### config.mk
export PLATFORM = sky130hd
export DESIGN_NAME = rc_req_buf
export DESIGN_NICKNAME = d
export VERILOG_FILES = /design/src/rtl/rc_pkg.sv /design/src/rtl/rc_req_entry.sv /design/src/rtl/rc_req_buf.sv
export SDC_FILE = /design/constraint.sdc
export NUM_CORES = 1
export LEC_CHECK = 0
export ABC_CLOCK_PERIOD_IN_PS = 11000
export CORE_MARGIN = 10
export CORE_UTILIZATION = 35
export DETAILED_ROUTE_END_ITERATION = 6
export PLACE_DENSITY = 0.62
export REMOVE_ABC_BUFFERS = 1
export SYNTH_ARGS = -nofsm -noshare
export SYNTH_HDL_FRONTEND = slang
export SYNTH_SLANG_ARGS = --single-unit
### constraint.sdc
create_clock -name Clk -period 11 [get_ports Clk]
set_input_delay 2.2 -clock Clk [delete_from_list [all_inputs] [get_ports Clk]]
set_output_delay 2.2 -clock Clk [all_outputs]
set_load 0.01 [all_outputs]
### src/rtl/rc_pkg.sv
// Shared types for the ring-controller entry buffer.
// Opcode encoding, entry state encoding and default sizing constants.
// No logic; imported by rc_req_entry and rc_req_buf.
package rc_pkg;

  localparam int RC_NUM_ENTRIES = 4;
  localparam int RC_ADDR_W      = 32;
  localparam int RC_DATA_W      = 32;

  typedef enum logic [1:0] {
    RC_RD_REQ = 2'd0,
    RC_WR_REQ = 2'd1,
    RC_RD_RSP = 2'd2,
    RC_RSVD   = 2'd3
  } t_rc_opcode;

  typedef enum logic {
    RC_FREE = 1'b0,
    RC_PEND = 1'b1
  } t_rc_state;

  // Default-width view of one stored transaction.
  typedef struct packed {
    t_rc_opcode           opcode;
    logic [RC_ADDR_W-1:0] addr;
    logic [RC_DATA_W-1:0] data;
  } t_rc_entry;

endpackage

### src/rtl/rc_req_entry.sv
// One buffer entry: FREE/PEND state flop plus opcode/address/data payload.
// Ports: Clk/Rst, alloc+payload in (loads and goes PEND), dealloc in
// (returns to FREE), pend/opcode/addr/data out, all from registered state.
module rc_req_entry
  import rc_pkg::*;
#(
  parameter int ADDR_W = RC_ADDR_W,
  parameter int DATA_W = RC_DATA_W
) (
  input  logic              Clk,
  input  logic              Rst,
  input  logic              alloc,
  input  logic              dealloc,
  input  logic [1:0]        in_opcode,
  input  logic [ADDR_W-1:0] in_addr,
  input  logic [DATA_W-1:0] in_data,
  output logic              pend,
  output logic [1:0]        opcode,
  output logic [ADDR_W-1:0] addr,
  output logic [DATA_W-1:0] data
);

  t_rc_state state, state_nxt;

  always_ff @(posedge Clk or posedge Rst) begin
    if (Rst) state <= RC_FREE;
    else     state <= state_nxt;
  end

  always_comb begin
    state_nxt = state;
    case (state)
      RC_FREE: if (alloc)   state_nxt = RC_PEND;
      RC_PEND: if (dealloc) state_nxt = RC_FREE;
      default: state_nxt = RC_FREE;
    endcase
  end

  assign pend = (state == RC_PEND);

  always_ff @(posedge Clk or posedge Rst) begin
    if (Rst) begin
      opcode <= '0;
      addr   <= '0;
      data   <= '0;
    end else if (alloc) begin
      opcode <= in_opcode;
      addr   <= in_addr;
      data   <= in_data;
    end
  end

endmodule

### src/rtl/rc_req_buf.sv
// Ring-controller entry buffer: allocates ingress transactions into free
// entries, drives the mro alloc/dealloc/mask interface and issues the mro's
// oldest RSP / REQ entries on two valid-ready channels (zero-latency from Oldest*).
module rc_req_buf
  import rc_pkg::*;
#(
  parameter int NUM_ENTRIES = RC_NUM_ENTRIES,
  parameter int ADDR_W      = RC_ADDR_W,
  parameter int DATA_W      = RC_DATA_W,
  localparam int CW         = $clog2(NUM_ENTRIES) + 1
) (
  input  logic                   Clk,
  input  logic                   Rst,
  input  logic                   InValid,
  output logic                   InReady,
  input  logic [1:0]             InOpcode,
  input  logic [ADDR_W-1:0]      InAddr,
  input  logic [DATA_W-1:0]      InData,
  output logic                   EnAlloc,
  output logic [NUM_ENTRIES-1:0] NextAlloc,
  output logic [NUM_ENTRIES-1:0] Dealloc,
  output logic [NUM_ENTRIES-1:0] Mask0,
  output logic [NUM_ENTRIES-1:0] Mask1,
  input  logic [NUM_ENTRIES-1:0] Oldest0,
  input  logic [NUM_ENTRIES-1:0] Oldest1,
  output logic                   RspValid,
  input  logic                   RspReady,
  output logic [ADDR_W-1:0]      RspAddr,
  output logic [DATA_W-1:0]      RspData,
  output logic                   ReqValid,
  input  logic                   ReqReady,
  output logic [1:0]             ReqOpcode,
  output logic [ADDR_W-1:0]      ReqAddr,
  output logic [DATA_W-1:0]      ReqData,
  output logic [CW-1:0]          Count
);

  logic [NUM_ENTRIES-1:0] pend_vec;
  logic [NUM_ENTRIES-1:0] free_vec;
  logic [NUM_ENTRIES-1:0] target;
  logic [NUM_ENTRIES-1:0] sel0, sel1;
  logic [1:0]             ent_op   [NUM_ENTRIES];
  logic [ADDR_W-1:0]      ent_addr [NUM_ENTRIES];
  logic [DATA_W-1:0]      ent_data [NUM_ENTRIES];
  logic                   alloc_fire, rsp_fire, req_fire;
  logic [CW-1:0]          dealloc_cnt;

  for (genvar i = 0; i < NUM_ENTRIES; i++) begin : g_entry
    rc_req_entry #(.ADDR_W(ADDR_W), .DATA_W(DATA_W)) u_entry (
      .Clk       (Clk),
      .Rst       (Rst),
      .alloc     (NextAlloc[i]),
      .dealloc   (Dealloc[i]),
      .in_opcode (InOpcode),
      .in_addr   (InAddr),
      .in_data   (InData),
      .pend      (pend_vec[i]),
      .opcode    (ent_op[i]),
      .addr      (ent_addr[i]),
      .data      (ent_data[i])
    );
    // Reserved opcode lands in neither mask, so it can never be issued.
    assign Mask0[i] = pend_vec[i] && (ent_op[i] == RC_RD_RSP);
    assign Mask1[i] = pend_vec[i] && ((ent_op[i] == RC_RD_REQ) || (ent_op[i] == RC_WR_REQ));
  end

  // Allocation looks only at registered state, so an entry freed this
  // cycle cannot be handed out again until the next one.
  assign free_vec   = ~pend_vec;
  assign InReady    = |free_vec;
  assign alloc_fire = InValid & InReady;
  assign EnAlloc    = alloc_fire;

  always_comb begin
    target = '0;
    for (int i = NUM_ENTRIES - 1; i >= 0; i--)
      if (free_vec[i]) target = NUM_ENTRIES'(1) << i;
  end

  assign NextAlloc = alloc_fire ? target : '0;

  // Gate the mro selections with our masks so stale/empty selections never
  // produce a valid.
  assign sel0     = Oldest0 & Mask0;
  assign sel1     = Oldest1 & Mask1;
  assign RspValid = |sel0;
  assign ReqValid = |sel1;
  assign rsp_fire = RspValid & RspReady;
  assign req_fire = ReqValid & ReqReady;
  assign Dealloc  = (sel0 & {NUM_ENTRIES{rsp_fire}}) | (sel1 & {NUM_ENTRIES{req_fire}});

  always_comb begin
    RspAddr   = '0;
    RspData   = '0;
    ReqOpcode = '0;
    ReqAddr   = '0;
    ReqData   = '0;
    for (int i = 0; i < NUM_ENTRIES; i++) begin
      if (sel0[i]) begin
        RspAddr = RspAddr | ent_addr[i];
        RspData = RspData | ent_data[i];
      end
      if (sel1[i]) begin
        ReqOpcode = ReqOpcode | ent_op[i];
        ReqAddr   = ReqAddr   | ent_addr[i];
        ReqData   = ReqData   | ent_data[i];
      end
    end
  end

  always_comb begin
    dealloc_cnt = '0;
    for (int i = 0; i < NUM_ENTRIES; i++)
      dealloc_cnt = dealloc_cnt + CW'(Dealloc[i]);
  end

  always_ff @(posedge Clk or posedge Rst) begin
    if (Rst) Count <= '0;
    else     Count <= Count + CW'(alloc_fire) - dealloc_cnt;
  end

  a_no_realloc_freed: assert property (@(posedge Clk) disable iff (Rst)
    (NextAlloc & Dealloc) == '0);
  a_count_max: assert property (@(posedge Clk) disable iff (Rst)
    Count <= CW'(NUM_ENTRIES));
  a_count_underflow: assert property (@(posedge Clk) disable iff (Rst)
    dealloc_cnt <= Count);
  a_no_rsvd_opcode: assert property (@(posedge Clk) disable iff (Rst)
    !(alloc_fire && (InOpcode == RC_RSVD)));

endmodule
After elaboration in Yosys (flattened, before gate mapping)
Cells that the tools add are included.
Cells by class
  eq/ne operators: 8
  bitwise logic cells: 28
  reductions and logical operators: 19
  mux-type cells: 37
  add/subtract/negate cells: 5
Operators with widths (count)
  2-to-1 mux 32 bit: 16
  OR 32 bit: 12
  2-to-1 mux 4 bit: 5
  AND 4 bit: 4
  OR reduction 4 bit: 3
  == test 2 x 1 -> 1 bit (second input constant): 4
  == test 2 bit (second input constant): 4
  logical AND 1 bit: 8
  zero test 2 bit: 4
  2-to-1 mux 1 bit: 8
  2-to-1 mux 2 bit: 4
  one-hot mux 1 bit (2 select lines): 4
  adder 3 x 1 -> 3 bit: 2
  OR 2 bit: 3
  logical OR 1 bit: 4
  NOT 1 bit: 4
  NOT 4 bit: 1
  OR 4 bit: 1
  adder 2 x 1 -> 3 bit: 1
  AND 1 bit: 3
  subtractor 3 bit: 1
  adder 1 x 1 -> 2 bit: 1
Storage, ports and cells
  word-level logic and storage cells: 114
  register bits: 271
  output and inout port bits: 153

Depth between registers and ports, before layout
Gate-level depths: netlist (run 1).
  depth after elaboration: 12
  mapped depth: 13

By module
A second synthesis (run 1) with hierarchy kept.
Second synthesis, totals
  cell total of the unflattened synthesis: 1067
  area, all modules: 13531.7 um2
Modules (own cells, without submodules)
  rc_req_entry: instances 4, cells each 143, area an instance 2597.5 um2
  rc_req_buf: instances 1, cells each 495, area an instance 3141.8 um2

Worst setup path after synthesis (run 1)
No wires, ideal clock.
  kind: input port to output port
  start point: in Oldest0[1]
  end point: out RspValid
  setup slack: 5.588 ns
  arrival time: 3.212 ns
  stages on the path: 4
  cells stage by stage: and4b_1 clkbuf_1 buf_2 or4_1
Between the ends
  longest elaborated chain between the ends: 2
Ends and longest elaborated chain
  start: declaration: line rc_req_buf.sv:24  | input logic [NUM_ENTRIES-1:0] Oldest0,
  AND 4 bit: line rc_req_buf.sv:84  | assign sel0 = Oldest0 & Mask0;
  OR reduction 4 bit: line rc_req_buf.sv:86  | assign RspValid = |sel0;
  end: declaration: line rc_req_buf.sv:26  | output logic RspValid,
Every way passes these cells.

Final worst setup path (run 1)
  start point: in Oldest0[2]
  end point: out RspAddr[24]
Between the ends
  longest elaborated chain between the ends: 4
Ends and longest elaborated chain
  AND 4 bit (*): line rc_req_buf.sv:84
  2-to-1 mux 32 bit (*): line rc_req_buf.sv:99  | if (sel0[i]) begin
  OR 32 bit: line rc_req_buf.sv:100  | RspAddr = RspAddr | ent_addr[i];
  2-to-1 mux 32 bit (*): line rc_req_buf.sv:99
  end: declaration: line rc_req_buf.sv:28  | output logic [ADDR_W-1:0] RspAddr,
Mark *: on every way between the ends. The rest lies on a longest branch, timed or not.

==> results of run 1 <==
-- path summary, 6_finish.rpt --
| check | from | slack [ns] | end |
|---|---|---|---|
| setup / recovery | Oldest0[2] | 3.83 | RspAddr[24] |
| hold / removal | g_entry[0].u_entry.addr[29]$_DFFE_PP0P_ | 0.50 | g_entry[0].u_entry.addr[29]$_DFFE_PP0P_ |
| setup reg to reg | g_entry[1].u_entry.pend$_DFF_PP0_ | 7.63 | Count[2]$_DFF_PP0_ |
| hold reg to reg | g_entry[0].u_entry.addr[29]$_DFFE_PP0P_ | 0.50 | g_entry[0].u_entry.addr[29]$_DFFE_PP0P_ |
| max in group asynchronous | Rst | 7.16 | g_entry[2].u_entry.addr[7]$_DFFE_PP0P_ |
| min in group asynchronous | Rst | 2.20 | Count[2]$_DFF_PP0_ |
-- cells by family (layout without fill, tap and decap cells) --
group           Yosys count  after routing
compound gates          236            236
xor+xnor                  3              3
fa+ha+maj                 5              5
buf+inv                 122            316
flops                   271            271
mux                     198            198
other cells               1              1
simple gates            393            393
-- layout make-up --
| cell class | count | share of cell area |
|---|---|---|
| Clock buffer | 47 | 0.0535 |
| Inverter | 13 | 0.00344 |
| Tap cell | 511 | 0.0382 |
| Sequential cell | 271 | 0.405 |
| Multi-Input combinational cell | 836 | 0.347 |
| Clock inverter | 8 | 0.00703 |
| Timing Repair Buffer | 248 | 0.146 |
-- worst max-delay path: cells and delay by family --
family | cells | cell delay [ns]
buffers and inverters | 3 | 1.58
AND/OR/NAND/NOR | 2 | 0.99
AO/OA/AOI/OAI | 1 | 0.16
-- synth_stat cells --
master / n
nand2_1: 366
dfrtp_1: 271
a22oi_1: 203
mux2_2: 191
buf_2: 54
a222oi_1: 29
clkbuf_1: 26
inv_1: 11
buf_4: 10
buf_6: 10
buf_1: 9
and3b_1: 7
mux2_1: 7
a31o_2: 4
and4b_1: 4
nand3b_1: 4
nor2b_1: 4
fa_1: 3
ha_1: 2
or4_1: 2
xnor2_1: 2
clkinv_2: 1
conb_1: 1
inv_2: 1
nand2b_1: 1
nand4_1: 1
nand4b_1: 1
nor2_1: 1
nor3_2: 1
or2_1: 1
xor2_1: 1
-- layer usage --
metal  routed length [um]  track usage  up-vias  part of all wire
met5                    9            0        -           0.00022
met4                  731       0.0421        2             0.018
met3                 2680       0.0305       52             0.065
met2                20400        0.301      385              0.49
met1                17600        0.224     5373              0.42
li1                     -            -     4734                 -
-- per-stage QoR --
stage,total power [mW],utilization,worst slack [ns],instances
6_report,4.94,0.447,3.83,1934
5_1_grt,5.27,0.447,3.67,1934
3_5_place_dp,3.94,0.420,3.80,1879
4_1_cts,5.00,0.447,3.79,1934
3_3_place_gp,3.87,0.420,3.80,1879
2_1_floorplan,2.96,-,1.33,1120
-- where the power goes --
group	leakage, nW	total [mW]	internal [mW]	switching (mW)
clock	0.495	1.04	0.625	0.411
combinational	3.68	2.01	1.05	0.952
sequential	3.27	1.90	1.50	0.396
-- state kept, by name, summed over array words and instances, names as in the netlist --
signal,flops
g_entry.u_entry.pend,4
g_entry.u_entry.data,128
g_entry.u_entry.opcode,8
g_entry.u_entry.addr,128
Count,3
==> summary.md, run 1 <==
| Metric | Value |
|---|---|
| Outcome | finished clean |
| Leak | 7.44 nW |
| Largest family of logic cells by synthesized area | multiplexers |
| Site Rows | 71 |
| Cells after Synth | 1229 |
| Initial antenna violation count | 1 |
| Nets@finish | 1485 |
| Register area | 6780 um^2 |
| Xor/xnor share of the synthesized area | 0.00199 |
| GPL Wtd Cong | 0.756 |
| Hold Slack | 0.498 ns |
| CTS tree | built |
| Number of port buffers | 230 |
| Post-synthesis mux area share | 0.169 |
| Area of the multi-input gates | 5800 um^2 |
| # DRC | 0 |
| Antenna viol nets, final | 0 |
| Worst EP arrival | 4.97 ns |
| Hold crit path type | flip-flop to flip-flop |
| Synthesized area per cell | 10.7 um^2 |
| Clk sinks | 271 |
| Max FO, Critical Path | 34 |
| Power density cells | 295 nW/um^2 |
| Tmin final | 7.17 ns |
| Crit path kind | input pin to output port |
| Via density | 5.45 |
| Worst Hold Depth | 2 |
| Clock Latency Late Sink | 0.56 ns |
| VDD IR max | 0.194 mV |
| First-pass GRT wire length | 65600 um |
| Synth area leaders | dfrtp_1, mux2_2, a22oi_1 |
| Setup Fix Bufs, Post-CTS | 0 |
| FF+latch count, synth | 271 |
| Global Route Usage Sum | 0.175 |
| Post-synth top area cell | dfrtp_1 |
| # H-tree levels | 1 |
| Post-Route WL | 41400 um |
| FMAX | 0.139 GHz |
| Core footprint | 37400 um^2 |
| FF-to-FF path depth | 9 |
| Initial Utilization | 0.353 |
| Yosys warns | 0 |
| Root buf cell | clkbuf_16 |
| Die Area | 45900 um^2 |
| Setup TNS | 0 ns |
| Post-CTS sizing | 0 |
| Yosys cell types | 31 |
| Worst Skew | 0.00978 ns |
| RSZ-0062 raised after global routing | false |
| Routed len/inst | 21.4 um |
| Slowest-stage cell, CP | and4b_2 |
| Largest net degree at the start of global routing | 120 |
| Max incr delay on CP | 0.87 ns |
| Vias | 10500 |
| Fill count | 3533 |
| Post-DP Area | 15700 um^2 |
| CP Capture Type | output port |
| Chip width | 214 um |
| Most common cell after layout, fill and taps aside | nand2_1 |
| Most frequent cells in the layout | nand2_1, dfrtp_1, clkdlybuf4s50_1 |
| Final Max Slew Viols | 0 |
| Compound-cell area share of the yosys netlist | 0.140 |
| Area share of the largest cell type after synthesis | 0.514 |
| Fraction of final layout cells sized beyond drive strength 1 | 0.191 |
| Cts bufs inserted | 31 |
| Fin. Hold Viols | 0 |
| Clock transition at path regs | 0.05 ns |
| Setup-failing EPs final | 0 |
| Synth Area in Simple Gates | 0.120 |
| Slew @ Worst Pin | 1.05 ns |
| CP startpoint kind | input pin |
| Crit-path cells | clkdlybuf4s50_1 -> and4b_2 -> buf_4 -> a22oi_1 -> nand2_1 -> clkdlybuf4s50_1 |
| Detailed Place HPWL | 24800 um |
| IO Count | 232 |
| DRT Pass-1 Iters | 7 |
| Worst rel slew slack | 0.299 |
| Cell repeated most along the worst path | clkdlybuf4s50_1 |
| Clock buffer depth | 3 |
| GRT overflow | 0 |
| Die Ht | 214 um |
| Fin crit share | 0.652 |
| # diodes | 0 |
| Post-CTS Hold Buffers | 0 |
| Design area | 16700 um^2 |
| Area grow syn2layout | 26.8% |
| Required time of the critical path | 8.80 ns |
| Max_cap viols | 0 |
| DR iter-0 viols | 859 |
| Adder-cell share of the synthesized area | 0.00644 |
| Synthesized area | 13200 um^2 |
| Sequential area share after synthesis | 0.514 |
| Vias in the first global route | 11200 |
(Power assumes the default switching activity.)
==> run 2: changes to the inputs <==
--- a/config.mk
+++ b/config.mk
@@ -5,11 +5,11 @@
 export SDC_FILE = /design/constraint.sdc
 export NUM_CORES = 1
 export LEC_CHECK = 0
-export ABC_CLOCK_PERIOD_IN_PS = 11000
+export ABC_CLOCK_PERIOD_IN_PS = 6250
 export CORE_MARGIN = 10
 export CORE_UTILIZATION = 35
 export DETAILED_ROUTE_END_ITERATION = 6
-export PLACE_DENSITY = 0.62
+export PLACE_DENSITY = 0.64
 export REMOVE_ABC_BUFFERS = 1
 export SYNTH_ARGS = -nofsm -noshare
 export SYNTH_HDL_FRONTEND = slang
==> constraint.sdc (replaced) <==
create_clock -name Clk -period 6.25 [get_ports Clk]
set_input_delay 1.25 -clock Clk [delete_from_list [all_inputs] [get_ports Clk]]
set_output_delay 1.25 -clock Clk [all_outputs]
set_load 0.01 [all_outputs]
==> run 2 against run 1 <==
  * Worst setup slack got worse by 2.5 ns
  * Combinational power rose by 78%
  * Routed wire length rose by 1.9%
  * Clock skew fell by 0.0038 ns
  * Flip-flop and latch count did not move
  * Sequential share of layout area fell by 0.49 points
  * Register-to-register slack got worse by 4.4 ns
==> summary.md, run 2 (same netlist as run 1, synthesis figures left out) <==
| Metric | Value |
|---|---|
| Outcome | finished clean |
| Post-DP Area | 15800 um^2 |
| FMAX | 0.203 GHz |
| Die Area | 45900 um^2 |
| Initial Utilization | 0.353 |
| Initial antenna violation count | 0 |
| Clock buffer depth | 3 |
| Post-CTS Hold Buffers | 0 |
| Most frequent cells in the layout | nand2_1, dfrtp_1, clkdlybuf4s50_1 |
| Via density | 5.43 |
| IO Count | 232 |
| Final WS setup | 1.32 ns |
| Fill count | 3465 |
| Required time of the critical path | 5.00 ns |
| Setup-failing EPs final | 0 |
| DRT Pass-1 Iters | 6 |
| Sw power | 3.13 mW |
| Hold Slack | 0.505 ns |
| Nets@finish | 1494 |
| Worst EP arrival | 3.68 ns |
| CTS tree | built |
| Int Power | 5.76 mW |
| DR iter-0 viols | 824 |
| Design area | 16900 um^2 |
| Slew @ Worst Pin | 0.771 ns |
| CP Capture Type | output port |
| Gate power share | 0.402 |
| Leak | 7.54 nW |
| Area grow syn2layout | 28.3% |
| Routed len/inst | 21.7 um |
| Chip width | 214 um |
| Antenna viol nets, final | 0 |
| Clock Latency Late Sink | 0.56 ns |
| Largest net degree at the start of global routing | 126 |
| # H-tree levels | 1 |
| Final Max Slew Viols | 0 |
| Switching fraction of total power | 0.352 |
| Crit path kind | input pin to output port |
| Max_cap viols | 0 |
| CP startpoint kind | input pin |
| RSZ-0062 raised after global routing | false |
| Setup TNS | 0 ns |
| VDD IR max | 0.236 mV |
| Vias in the first global route | 11000 |
| GPL Wtd Cong | 0.772 |
| Fin crit share | 0.789 |
| Post-layout util | 0.453 |
| Power density cells | 525 nW/um^2 |
| # diodes | 0 |
| Worst Skew | 0.00602 ns |
| Fraction of final layout cells sized beyond drive strength 1 | 0.200 |
| Global Route Usage Sum | 0.177 |
| # DRC | 0 |
| Root buf cell | clkbuf_16 |
| Number of port buffers | 230 |
| Tmin final | 4.93 ns |
| First-pass GRT wire length | 66400 um |
| Clock transition at path regs | 0.06 ns |
| Detailed Place HPWL | 26800 um |
| Area of the multi-input gates | 5800 um^2 |
| Setup Fix Bufs, Post-CTS | 0 |
| Most common cell after layout, fill and taps aside | nand2_1 |
| Top flop regs | g_entry.u_entry.addr: 128 flops, g_entry.u_entry.data: 128 flops, g_entry.u_entry.opcode: 8 flops |
| Worst rel slew slack | 0.486 |
| Register area | 6780 um^2 |
| Register share of total power | 0.377 |
| Fin. Hold Viols | 0 |
| Dpl ws | 1.33 ns |
| Core footprint | 37400 um^2 |
| Clock power frac | 0.221 |
| Post-Route WL | 42200 um |
| Die Ht | 214 um |
| Cts bufs inserted | 30 |
| Max FO, Critical Path | 30 |
| Hold crit path type | flip-flop to flip-flop |
| GRT overflow | 0 |
| Vias | 10600 |
| Post-CTS sizing | 0 |
| Clk sinks | 271 |
| Site Rows | 71 |
## run 2: critical path, stage by stage
cell and delay (ns):
clkdlybuf4s50_1 0.49, and3b_2 0.53, buf_4 0.51, a22oi_1 0.18, nand2_1 0.12, clkdlybuf4s50_1 0.56
## run 2: cell type report
| class | count | share of cell area |
|---|---|---|
| inverter | 13 | 0.00340 |
| clock buffer | 44 | 0.0528 |
| sequential | 271 | 0.400 |
| timing repair buffer | 258 | 0.151 |
| multi-input combinational | 836 | 0.342 |
| clock inverter | 12 | 0.0127 |
| tap | 511 | 0.0377 |
## run 2: power by group through the flow
stage	Clock, mW	Sequential, mW	Combinational [mW]
after floorplan	0	3.17	2.04
final	1.97	3.35	3.57
after detailed placement	0	3.36	3.61
after CTS	2.01	3.34	3.63
after global placement	0	3.32	3.54
after global routing	2.09	3.47	3.88
## run 2: stage by stage
step | total power, mW | cells
finish | 8.89 | 1945
global route | 9.43 | 1945
CTS | 8.97 | 1945
detailed placement | 6.97 | 1889
global placement | 6.86 | 1889
floorplan | 5.20 | 1120
## run 2: worst paths after layout
check	from	to	slack [ns]	cells after the start
min in group asynchronous	Rst	Count[0]$_DFF_PP0_	1.20	2
max reg2reg	g_entry[3].u_entry.pend$_DFF_PP0_	Count[2]$_DFF_PP0_	3.19	8
max	Oldest1[1]	ReqData[31]	1.32	6
min reg2reg	g_entry[0].u_entry.addr[29]$_DFFE_PP0P_	g_entry[0].u_entry.addr[29]$_DFFE_PP0P_	0.51	2
max in group asynchronous	Rst	g_entry[0].u_entry.addr[16]$_DFFE_PP0P_	3.83	3
min	g_entry[0].u_entry.addr[29]$_DFFE_PP0P_	g_entry[0].u_entry.addr[29]$_DFFE_PP0P_	0.51	2
## run 2: metal layers
metal,track usage,up-vias,share of wire
li1,-,4755,-
met5,0,-,0
met2,0.290,405,0.47
met3,0.0336,46,0.068
met1,0.238,5354,0.44
met4,0.0421,0,0.016
